$ cat src/rtl/cam_stream_gen_if.sv
// cam_stream_gen_if: control inputs and camera-side outputs of the
// synthetic camera stream generator, bundled as one port.
//   en          frame enable (level)
//   mode        pattern select: 0 solid, 1 bars, 2 red gradient, 3 checker
//   color       RGB444 value used by the solid pattern
//   CAM_pclk    pixel clock, clk/2, runs only while a frame is possible
//   CAM_vsync   frame sync, active high
//   CAM_href    line valid, active high
//   CAM_px_data byte stream, two bytes per pixel
//   frame_done  one-clk pulse at the end of each frame
// master: the generator. slave: the consumer that drives the controls.
interface cam_stream_gen_if;
  logic        en;
  logic [1:0]  mode;
  logic [11:0] color;
  logic        CAM_pclk;
  logic        CAM_vsync;
  logic        CAM_href;
  logic [7:0]  CAM_px_data;
  logic        frame_done;

  modport master (
    input  en, mode, color,
    output CAM_pclk, CAM_vsync, CAM_href, CAM_px_data, frame_done
  );

  modport slave (
    output en, mode, color,
    input  CAM_pclk, CAM_vsync, CAM_href, CAM_px_data, frame_done
  );
endinterface

$ cat src/rtl/cam_stream_gen.sv
// cam_stream_gen: emulates an 8-bit parallel camera (OV7670-like timing)
// producing RGB444 test patterns.
//   clk  system clock (camera xclk domain)
//   rst  asynchronous active-low reset
//   cam  cam_stream_gen_if.master: en/mode/color in, CAM_* and frame_done out
// CAM_pclk is a divide-by-two phase flop. All frame state advances on the
// clk edge where CAM_pclk falls, so outputs are stable at each pclk rise.
module cam_stream_gen #(
  parameter int CAM_SCREEN_X = 160,
  parameter int CAM_SCREEN_Y = 120,
  parameter int VSYNC_LINES  = 3,
  parameter int VBP_LINES    = 17,
  parameter int VFP_LINES    = 10,
  parameter int HBLANK_PCLK  = 144
) (
  input  logic             clk,
  input  logic             rst,
  cam_stream_gen_if.master cam
);

  localparam int LINE_PCLK  = 2 * CAM_SCREEN_X + HBLANK_PCLK;
  localparam int VSYNC_PCLK = VSYNC_LINES * LINE_PCLK;
  localparam int VBP_PCLK   = VBP_LINES * LINE_PCLK;
  localparam int VFP_PCLK   = VFP_LINES * LINE_PCLK;
  localparam int MAX_A      = (VSYNC_PCLK > VBP_PCLK) ? VSYNC_PCLK : VBP_PCLK;
  localparam int MAX_B      = (MAX_A > VFP_PCLK) ? MAX_A : VFP_PCLK;
  localparam int CNT_MAX    = (MAX_B > HBLANK_PCLK) ? MAX_B : HBLANK_PCLK;
  localparam int CW         = (CNT_MAX > 2) ? $clog2(CNT_MAX) : 1;
  localparam int XW         = (CAM_SCREEN_X > 2) ? $clog2(CAM_SCREEN_X) : 1;
  localparam int YW         = (CAM_SCREEN_Y > 2) ? $clog2(CAM_SCREEN_Y) : 1;

  localparam logic [CW-1:0] VSYNC_LAST = CW'(VSYNC_PCLK - 1);
  localparam logic [CW-1:0] VBP_LAST   = CW'(VBP_PCLK - 1);
  localparam logic [CW-1:0] VFP_LAST   = CW'(VFP_PCLK - 1);
  localparam logic [CW-1:0] HB_LAST    = CW'(HBLANK_PCLK - 1);
  localparam logic [XW-1:0] X_LAST     = XW'(CAM_SCREEN_X - 1);
  localparam logic [YW-1:0] Y_LAST     = YW'(CAM_SCREEN_Y - 1);

  typedef enum logic [2:0] {IDLE, VSYNC, VBP, ACTIVE, HBLANK, VFP} state_t;

  state_t        state;
  logic          ph;
  logic [CW-1:0] cnt;
  logic [XW-1:0] x_cnt;
  logic [YW-1:0] y_cnt;
  logic          byte_sel;
  logic          vsync_q, href_q, fd_q;
  logic [7:0]    data_q;
  logic [1:0]    mode_q;
  logic [11:0]   color_q;

  function automatic logic [11:0] pattern(input logic [1:0]  m,
                                          input logic [11:0] c,
                                          input logic [15:0] x,
                                          input logic        y3);
    logic [2:0] bar;
    pattern = 12'h000;
    case (m)
      2'd0: pattern = c;
      2'd1: begin
        bar     = 3'((32'(x) * 32'd8) / 32'(CAM_SCREEN_X));
        pattern = {{4{bar[2]}}, {4{bar[1]}}, {4{bar[0]}}};
      end
      2'd2:    pattern = {x[7:4], 8'h00};
      default: pattern = (x[3] ^ y3) ? 12'hFFF : 12'h000;
    endcase
  endfunction

  // Outputs are registered, so the pixel is computed for the byte slot that
  // becomes visible after this edge: inside a line that is the next byte,
  // on line entry it is byte 0 of pixel 0 (of the next line when in HBLANK).
  logic          tick, run, start_frame, next_sel, y_b3, y_low7, pix_y3;
  logic [XW-1:0] pix_x;
  logic [11:0]   pix;
  logic [7:0]    pix_byte;

  if (YW > 3) begin : g_ybit
    assign y_b3   = y_cnt[3];
    assign y_low7 = &y_cnt[2:0];
  end else begin : g_ybit_none
    assign y_b3   = 1'b0;
    assign y_low7 = 1'b0;
  end

  assign tick        = ph;
  assign run         = cam.en || (state != IDLE);
  assign start_frame = tick && cam.en &&
                       ((state == IDLE) || (state == VFP && cnt == VFP_LAST));
  assign next_sel    = (state == ACTIVE) ? ~byte_sel : 1'b0;
  assign pix_x       = (state == ACTIVE && byte_sel) ? x_cnt + XW'(1) : x_cnt;
  assign pix_y3      = y_b3 ^ ((state == HBLANK) && y_low7);
  assign pix         = pattern(mode_q, color_q, 16'(pix_x), pix_y3);
  assign pix_byte    = next_sel ? pix[7:0] : {4'h0, pix[11:8]};

  // Pattern selection is latched once per frame.
  always_ff @(posedge clk) begin
    if (start_frame) begin
      mode_q  <= cam.mode;
      color_q <= cam.color;
    end
  end

  always_ff @(posedge clk or negedge rst) begin
    if (!rst) begin
      state    <= IDLE;
      ph       <= 1'b0;
      cnt      <= '0;
      x_cnt    <= '0;
      y_cnt    <= '0;
      byte_sel <= 1'b0;
      vsync_q  <= 1'b0;
      href_q   <= 1'b0;
      fd_q     <= 1'b0;
      data_q   <= 8'h00;
    end else begin
      fd_q <= 1'b0;
      ph   <= run ? ~ph : 1'b0;
      if (tick) begin
        case (state)
          IDLE: begin
            if (cam.en) begin
              state   <= VSYNC;
              vsync_q <= 1'b1;
              cnt     <= '0;
              y_cnt   <= '0;
            end
          end
          VSYNC: begin
            if (cnt == VSYNC_LAST) begin
              state   <= VBP;
              vsync_q <= 1'b0;
              cnt     <= '0;
            end else begin
              cnt <= cnt + CW'(1);
            end
          end
          VBP: begin
            if (cnt == VBP_LAST) begin
              state  <= ACTIVE;
              href_q <= 1'b1;
              data_q <= pix_byte;
              cnt    <= '0;
            end else begin
              cnt <= cnt + CW'(1);
            end
          end
          ACTIVE: begin
            if (byte_sel && x_cnt == X_LAST) begin
              state    <= HBLANK;
              href_q   <= 1'b0;
              data_q   <= 8'h00;
              x_cnt    <= '0;
              byte_sel <= 1'b0;
            end else begin
              byte_sel <= ~byte_sel;
              if (byte_sel) x_cnt <= x_cnt + XW'(1);
              data_q <= pix_byte;
            end
          end
          HBLANK: begin
            if (cnt == HB_LAST) begin
              cnt <= '0;
              if (y_cnt == Y_LAST) begin
                state <= VFP;
              end else begin
                state  <= ACTIVE;
                href_q <= 1'b1;
                y_cnt  <= y_cnt + YW'(1);
                data_q <= pix_byte;
              end
            end else begin
              cnt <= cnt + CW'(1);
            end
          end
          VFP: begin
            if (cnt == VFP_LAST) begin
              fd_q <= 1'b1;
              cnt  <= '0;
              if (cam.en) begin
                state   <= VSYNC;
                vsync_q <= 1'b1;
                y_cnt   <= '0;
              end else begin
                state <= IDLE;
              end
            end else begin
              cnt <= cnt + CW'(1);
            end
          end
          default: state <= IDLE;
        endcase
      end
    end
  end

  assign cam.CAM_pclk    = ph;
  assign cam.CAM_vsync   = vsync_q;
  assign cam.CAM_href    = href_q;
  assign cam.CAM_px_data = data_q;
  assign cam.frame_done  = fd_q;

endmodule

$ cat src/flat_wrapper.sv
// flat-port wrapper written by rule: the top's interface ports become plain ports
module cam_stream_gen_flat 
#(
  parameter int CAM_SCREEN_X = 160,
  parameter int CAM_SCREEN_Y = 120,
  parameter int VSYNC_LINES  = 3,
  parameter int VBP_LINES    = 17,
  parameter int VFP_LINES    = 10,
  parameter int HBLANK_PCLK  = 144
)
  (clk, rst, cam_en, cam_mode, cam_color, cam_CAM_pclk, cam_CAM_vsync, cam_CAM_href, cam_CAM_px_data, cam_frame_done);
  cam_stream_gen_if cam_i ();
  input  logic clk;
  input  logic rst;
  input wire logic [$bits(cam_i.en)-1:0] cam_en;
  input wire logic [$bits(cam_i.mode)-1:0] cam_mode;
  input wire logic [$bits(cam_i.color)-1:0] cam_color;
  output wire logic [$bits(cam_i.CAM_pclk)-1:0] cam_CAM_pclk;
  output wire logic [$bits(cam_i.CAM_vsync)-1:0] cam_CAM_vsync;
  output wire logic [$bits(cam_i.CAM_href)-1:0] cam_CAM_href;
  output wire logic [$bits(cam_i.CAM_px_data)-1:0] cam_CAM_px_data;
  output wire logic [$bits(cam_i.frame_done)-1:0] cam_frame_done;
  assign cam_i.en = cam_en;
  assign cam_i.mode = cam_mode;
  assign cam_i.color = cam_color;
  assign cam_CAM_pclk = cam_i.CAM_pclk;
  assign cam_CAM_vsync = cam_i.CAM_vsync;
  assign cam_CAM_href = cam_i.CAM_href;
  assign cam_CAM_px_data = cam_i.CAM_px_data;
  assign cam_frame_done = cam_i.frame_done;
  cam_stream_gen #(.CAM_SCREEN_X(CAM_SCREEN_X), .CAM_SCREEN_Y(CAM_SCREEN_Y), .VSYNC_LINES(VSYNC_LINES), .VBP_LINES(VBP_LINES), .VFP_LINES(VFP_LINES), .HBLANK_PCLK(HBLANK_PCLK)) u_core (.clk(clk), .rst(rst), .cam(cam_i));
endmodule
$ cat config.mk
export PLATFORM = sky130hd
export DESIGN_NAME = cam_stream_gen_flat
export DESIGN_NICKNAME = d
export VERILOG_FILES = /design/src/rtl/cam_stream_gen_if.sv /design/src/rtl/cam_stream_gen.sv /design/src/flat_wrapper.sv
export SDC_FILE = /design/constraint.sdc
export NUM_CORES = 1
export LEC_CHECK = 0
export ABC_AREA = 0
export BUFFER_PORTS_ARGS = -buffer_cell sky130_fd_sc_hd__buf_2
export CELL_PAD_IN_SITES_DETAIL_PLACEMENT = 0
export CELL_PAD_IN_SITES_GLOBAL_PLACEMENT = 1
export CORE_MARGIN = 4
export CORE_UTILIZATION = 39
export DETAILED_ROUTE_END_ITERATION = 7
export PLACE_DENSITY = 0.72
export SKIP_LAST_GASP = 1
export SLEW_MARGIN = 20
export SYNTH_ARGS = -nofsm -noshare
export SYNTH_HDL_FRONTEND = slang
export SYNTH_SLANG_ARGS = --single-unit
export TNS_END_PERCENT = 100
$ cat constraint.sdc
create_clock -name clk -period 6.5 [get_ports clk]
set_clock_uncertainty 0.1 [all_clocks]
set_input_delay 0.65 -clock clk [delete_from_list [all_inputs] [get_ports clk]]
set_output_delay 0.65 -clock clk [all_outputs]
set_load 0.1 [all_outputs]
==> results of run 1 <==
## layer usage
metal	vias to the layer above	global-route usage [%]	wire, um
met5	-	0	0
met4	0	4.50	59
met3	8	3.76	359
met2	66	26.2	4220
met1	1486	22.8	4090
li1	1548	-	-
## cell usage after synthesis, types with 3 or more instances
master     n  area (sq um)
nand2_1   50           188
dfrtp_1   44          1100
o21ai_0   40           200
nor2_1    36           135
nand3_1   18          90.1
a21oi_1   17          85.1
clkbuf_1  14          52.6
edfxtp_1  14           420
inv_1     12          45.0
xor2_1    10          87.6
and3_1     9          56.3
nand4_1    9          56.3
xnor2_1    8          70.1
a31oi_1    6          37.5
ha_1       6          75.1
a221oi_1   5          43.8
nor3_1     5          25.0
or3_1      5          31.3
a211o_1    4          35.0
a32oi_1    4          35.0
and2_1     4          25.0
and4_1     4          35.0
buf_4      4          30.0
nor2b_1    4          25.0
o22ai_1    4          25.0
and4b_1    3          30.0
buf_2      3          15.0
mux2_2     3          33.8
mux2i_1    3          30.0
nor3b_1    3          22.5
nor4_1     3          18.8
## stage by stage
stage / util, % / hold WS [ps] / instance area [sq um] / setup WS [ps]
finish: 45.8 / 211 / 4070 / 2980
global route: 45.8 / 239 / 4070 / 2650
CTS: 45.8 / 362 / 4070 / 3030
detailed placement: 43.0 / 403 / 3820 / 3030
global placement: 43.0 / 385 / 3820 / 3140
floorplan: - / 254 / 3640 / 3580
## flip-flops by register name (all words and copies together) (netlist names)
name	cells
u_core.cam.CAM_pclk	1
u_core.state	3
u_core.byte_sel	1
u_core.cnt	13
u_core.x_cnt	8
u_core.cam.frame_done	1
u_core.cam.CAM_px_data	8
u_core.color_q	12
u_core.cam.CAM_href	1
u_core.y_cnt	7
u_core.mode_q	2
u_core.cam.CAM_vsync	1
## path summary, 6_finish.rpt
check / slack, ps / cells past startpoint / to / start
min: 210 / 1 / u_core.cam.CAM_href / rst
max: 2980 / 11 / u_core.cam.CAM_px_data[2] / u_core.state[0]
min reg2reg: 410 / 2 / u_core.cam.CAM_href / u_core.cam.CAM_href
max reg2reg: 2980 / 11 / u_core.cam.CAM_px_data[2] / u_core.state[0]
max in group asynchronous: 5680 / 1 / u_core.cam.CAM_vsync / rst
min in group clk: 380 / 1 / u_core.color_q[6] / cam_color[6]
## critical path, delay by kind of cell, from the launching register on
family | cells | cell delay (ps)
AND/OR/NAND/NOR | 3 | 930
buffers and inverters | 1 | 100
XOR/XNOR | 1 | 230
adder cells (fa/ha/maj) | 1 | 310
AO/OA/AOI/OAI | 5 | 990
flip-flops | 1 | 710
## power breakdown
group | internal (mW) | switching, mW | total, mW
registers | 0.373 | 0.000211 | 0.373
logic | 0.00401 | 0.00784 | 0.0119
clock network | 0.259 | 0.165 | 0.423
total | 0.636 | 0.173 | 0.808
## kinds of logic after synthesis
group,synth area share (%)
buf+inv,4.13
compound gates,20.9
flops,41.8
xor+xnor,4.33
simple gates,24.4
mux,1.75
fa+ha+maj,2.65
## final cells by class
cell class                      instances  area [sq um]
Sequential cell                        58          1520
Tap cell                              108           135
Multi-Input combinational cell        314          1970
Timing Repair Buffer                   30           158
Inverter                               12          45.0
Fill cell                             874          4820
Clock inverter                          7           125
Clock buffer                            9           124
==> impl_metrics.env, run 1 <==
export IMPL_ctsResizeCount=0
export IMPL_routedWlPerCell_um=16.2
export IMPL_ant_nets=0
export IMPL_layout_commonest_cell="nand2_1"
export IMPL_synth_nets=430
export IMPL_dr_pass1_iters=5
export IMPL_hpwlAfterDp_mm=6.17
export IMPL_slew_limit_headroom_pct=50.7
export IMPL_min_period_over_period_pct=54.2
export IMPL_cp_slowest_stage_delay_ps=710
export IMPL_clkTransAtPathRegs_ps=80
export IMPL_slowest_stage="dfrtp_1"
export IMPL_track_usage_pct=16.5
export IMPL_synth_async_reset_ratio_pct=75.9
export IMPL_antenna_cells=0
export IMPL_hp_class="in -> async"
export IMPL_grt_pass1_vias=2884
export IMPL_cts_tree="built"
export IMPL_rows=34
export IMPL_max_freq_ghz=0.284
export IMPL_tns_ps=0
export IMPL_final_cells=538
export IMPL_hold_buffers=0
export IMPL_synth_ff_type="dfrtp_1"
export IMPL_die_w_um=105
export IMPL_initial_core_util_pct=40.9
export IMPL_p_leak_nw=1.70
export IMPL_synth_edf_count=14
export IMPL_finalHoldViolCount=0
export IMPL_drc_errors=0
export IMPL_cap_violations=0
export IMPL_routed_wirelength_mm=8.73
export IMPL_die_h_um=105
export IMPL_clockBufferDepth=2
export IMPL_synth_distinct_cells=71
export IMPL_path_cells="nand4b_2 -> nor4_2 -> xnor2_1 -> inv_1 -> ha_1 -> nor2_1 -> a21oi_1 -> a41o_2 -> o31ai_2 -> a211o_1 -> a32oi_1"
export IMPL_viasPerCell=5.78
export IMPL_finalMaxSlewViolations=0
export IMPL_setup_viol=0
export IMPL_fin_nets=448
export IMPL_htreeDepth=3
export IMPL_gp_congestion=0.874
export IMPL_place_port_buffers=28
export IMPL_status="completed"
export IMPL_ys_seq_elements=58
export IMPL_area_growth_synth_to_final_pct=12.0
export IMPL_grt_antenna_before_repair=0
export IMPL_grt_max_degree=45
export IMPL_clock_sinks=58
export IMPL_cp_arrival_ps=3630
export IMPL_cp_required_ps=6610
export IMPL_core_area_sq_um=8890
export IMPL_ir_drop_mv=0.104
export IMPL_dr_total_vias=3108
export IMPL_critPathKind="reg -> reg"
export IMPL_post_cts_buffers=0
export IMPL_drive_above_1_share_pct=14.9
export IMPL_drt_initial_drc_count=213
export IMPL_clk_latency_ps=340
export IMPL_dp_cells=522
export IMPL_synth_area_per_cell_sq_um=8.94
export IMPL_netlist_instances=407
export IMPL_fin_total_pwr_mw=0.808
export IMPL_final_cell_mix="50 x nand2_1, 44 x dfrtp_1, 40 x o21ai_0"
export IMPL_powerDensity_nw_per_um2=198
export IMPL_synth_area_sq_um=3640
export IMPL_crit_path_max_fanout=19
export IMPL_cts_buffers_inserted=9
export IMPL_boundaryPins=29
export IMPL_tightest_slew_ps=737
export IMPL_cts_root_buf="clkbuf_8"
export IMPL_period_minus_slack_ps=3520
export IMPL_rsz0062_at_grt="no"
export IMPL_synth_seq_area_share_pct=41.8
export IMPL_die_area_sq_um=10900
export IMPL_grt_overflow_total=0
export IMPL_grt_pass1_wl_mm=14.8
export IMPL_endpoint_kind="flip-flop"
export IMPL_cp_start_kind="flip-flop"
export IMPL_yosys_warnings=0
Power figures use the tool's default switching activity.
==> inputs of run 2 (changes only) <==
Settings changed: ABC_AREA 0 to 1, PLACE_DENSITY 0.72 to 0.73.
Clock period 6.5 ns to 3.65 ns, I/O delays scaled along.
==> run 2 against run 1 <==
  * Hold slack got worse by 100 ps
  * Clock-buffer cell count rose by 2
  * Sequential cell count unchanged
  * Final cell count up 8.6%
  * Design area fell by 1.6%
  * Critical path type unchanged
  * Largest cell class unchanged
  * Largest power group is now combinational cells
==> impl_metrics.env, run 2 <==
export IMPL_synth_distinct_cells=45
export IMPL_die_area_sq_um=10700
export IMPL_cap_violations=0
export IMPL_fin_nets=494
export IMPL_finalHoldViolCount=0
export IMPL_core_area_sq_um=8810
export IMPL_grt_max_degree=45
export IMPL_die_h_um=103
export IMPL_endpoint_kind="flip-flop"
export IMPL_tightest_slew_ps=812
export IMPL_synth_most_common_cell="nand2_1"
export IMPL_grt_antenna_before_repair=0
export IMPL_p_leak_nw=1.87
export IMPL_hold_start="cam_color[5]"
export IMPL_dpl_cell_area_sq_um=3820
export IMPL_regMostFlops="u_core.cnt"
export IMPL_max_freq_ghz=0.323
export IMPL_fin_area_sq_um=4010
export IMPL_use_met3_pct=3.35
export IMPL_cts_root_buf="clkbuf_8"
export IMPL_ant_nets=0
export IMPL_htreeDepth=3
export IMPL_boundaryPins=29
export IMPL_viasPerCell=5.06
export IMPL_gp_congestion=0.794
export IMPL_finalMaxSlewViolations=0
export IMPL_rr_startpoint="u_core.state[2]"
export IMPL_routed_wirelength_mm=7.74
export IMPL_status="completed"
export IMPL_holdWs_ps=107
export IMPL_cts_buffers_inserted=9
export IMPL_rows=34
export IMPL_ctsResizeCount=0
export IMPL_slew_limit_headroom_pct=45.7
export IMPL_clkTransAtPathRegs_ps=70
export IMPL_synthTopCellsByArea="dfrtp_1 31%, edfxtp_1 12%, nand2_1 9.6%"
export IMPL_gr_max_usage_layer="met2"
export IMPL_cts_tree="built"
export IMPL_die_w_um=103
export IMPL_synth_top_cell_area_share_pct=31.0
export IMPL_place_port_buffers=28
export IMPL_synth_area_per_cell_sq_um=8.19
export IMPL_hpwlAfterDp_mm=5.93
export IMPL_layout_commonest_cell="nand2_1"
export IMPL_drc_errors=0
export IMPL_grtUsageMet2_pct=24.7
export IMPL_min_period_over_period_pct=84.8
export IMPL_reg_largest_list="u_core.cnt x13, u_core.color_q x12"
export IMPL_met1_usage_pct=21.5
export IMPL_n_fill_cell=898
export IMPL_track_usage_pct=15.6
export IMPL_synth_area_sq_um=3550
export IMPL_grt_pass1_wl_mm=13.3
export IMPL_synth_seq_area_share_pct=42.9
export IMPL_ys_seq_elements=58
export IMPL_rsz0062_at_grt="no"
export IMPL_period_minus_slack_ps=3100
export IMPL_initial_core_util_pct=40.3
export IMPL_synth_edf_count=14
export IMPL_crit_path_max_fanout=10
export IMPL_final_cells=584
export IMPL_tns_ps=0
export IMPL_drt_initial_drc_count=152
export IMPL_powerDensity_nw_per_um2=681
export IMPL_largest_register_ffs=13
export IMPL_drive_above_1_share_pct=18.3
export IMPL_netlist_instances=433
export IMPL_synth_async_reset_ratio_pct=75.9
export IMPL_clk_latency_ps=330
export IMPL_synth_nets=456
export IMPL_dr_total_vias=2954
export IMPL_yosysTopAreaCell="dfrtp_1"
export IMPL_postLayoutCoreUtil_pct=45.5
export IMPL_dp_cells=567
export IMPL_hp_class="in -> reg"
export IMPL_antenna_cells=0
export IMPL_area_growth_synth_to_final_pct=13.0
export IMPL_yosys_top_cells_count="91 x nand2_1, 48 x inv_1, 44 x dfrtp_1, 40 x nor2_1, 33 x o21ai_0"
export IMPL_dr_pass1_iters=4
export IMPL_clockBufferDepth=2
export IMPL_ir_drop_mv=0.436
export IMPL_startpoint="u_core.state[2]"
export IMPL_final_cell_mix="91 x nand2_1, 48 x inv_1, 44 x dfrtp_1"
export IMPL_cp_arrival_ps=3220
export IMPL_yosys_warnings=0
export IMPL_synth_ff_type="dfrtp_1"
export IMPL_critPathKind="reg -> reg"
export IMPL_routedWlPerCell_um=13.3
export IMPL_grt_overflow_total=0
export IMPL_cp_start_kind="flip-flop"
export IMPL_clock_sinks=58
export IMPL_setup_viol=0
export IMPL_grt_pass1_vias=2835
export IMPL_cp_required_ps=3770
[run 2: logic make-up after synthesis]
family                     after synthesis  synth area share [%]
AOI/OAI and AO/OA                       82                  14.4
adders and majority gates                6                  2.12
muxes                                    1                 0.282
DFF                                     58                  42.9
xor gates and xnor gates                13                  3.21
and+or+nand+nor                        213                  30.5
buffers and inverters                   60                  6.56
[run 2: worst paths after layout]
path	slack (ps)	to	cells after the start
setup reg to reg	550	u_core.cam.CAM_px_data[1]	22
min in group asynchronous	480	u_core.cnt[1]	2
max in group asynchronous	2560	u_core.x_cnt[2]	2
hold reg to reg	370	u_core.y_cnt[6]	1
hold / removal	110	u_core.color_q[5]	1
setup / recovery	550	u_core.cam.CAM_px_data[1]	22
[run 2: per-layer routing]
layer | up-vias | share of wire [%]
met3 | 8 | 2.9
li1 | 1540 | -
met1 | 1368 | 49
met4 | 0 | 1.2
met2 | 38 | 47
met5 | - | 0
[run 2: cell type report]
cell class	instances	area [sq um]	share of cell area (%)
flip-flops and latches	58	1520	38.0
clock inverters	5	30.0	0.749
multi-input cells	315	1790	44.7
clock buffers	11	141	3.53
well taps	108	135	3.37
inverters	55	211	5.28
repair buffers	32	175	4.37
[run 2: timing repair]
action | in CTS | in global routing
endpoints found under the hold margin | 0 | 44
hold buffers | 0 | 1
setup buffers | 0 | 0
[run 2: critical path: stages, from the launching register on]
cell     delay, ps
dfrtp_1        410
inv_2          140
nand3_4        140
nor2_8         230
nand2_1        130
nand2_4        110
nand2_4         70
ha_1           270
inv_1           40
a21oi_2        200
inv_2          100
nand4_1        150
nand3_2        150
nand2_4        100
nand2_1         60
nand2_1         60
nand2_1         50
nor2_1         100
nand4_1        120
nand2_2        100
nand2_1         50
nand2_1         60
nand2_1         50
[run 2: stage by stage]
stage / setup slack (ps) / power [mW]
2_1_floorplan: 605 / 1.96
3_3_place_gp: 645 / 2.23
3_5_place_dp: 556 / 2.24
4_1_cts: 551 / 2.76
5_1_grt: 103 / 2.94
6_report: 553 / 2.73
[run 2: power breakdown]
part           internal (mW)  total, mW  switching [mW]
logic                  0.337       1.30           0.968
clock network          0.261      0.511           0.250
registers              0.803      0.913           0.110
total                   1.40       2.73            1.33
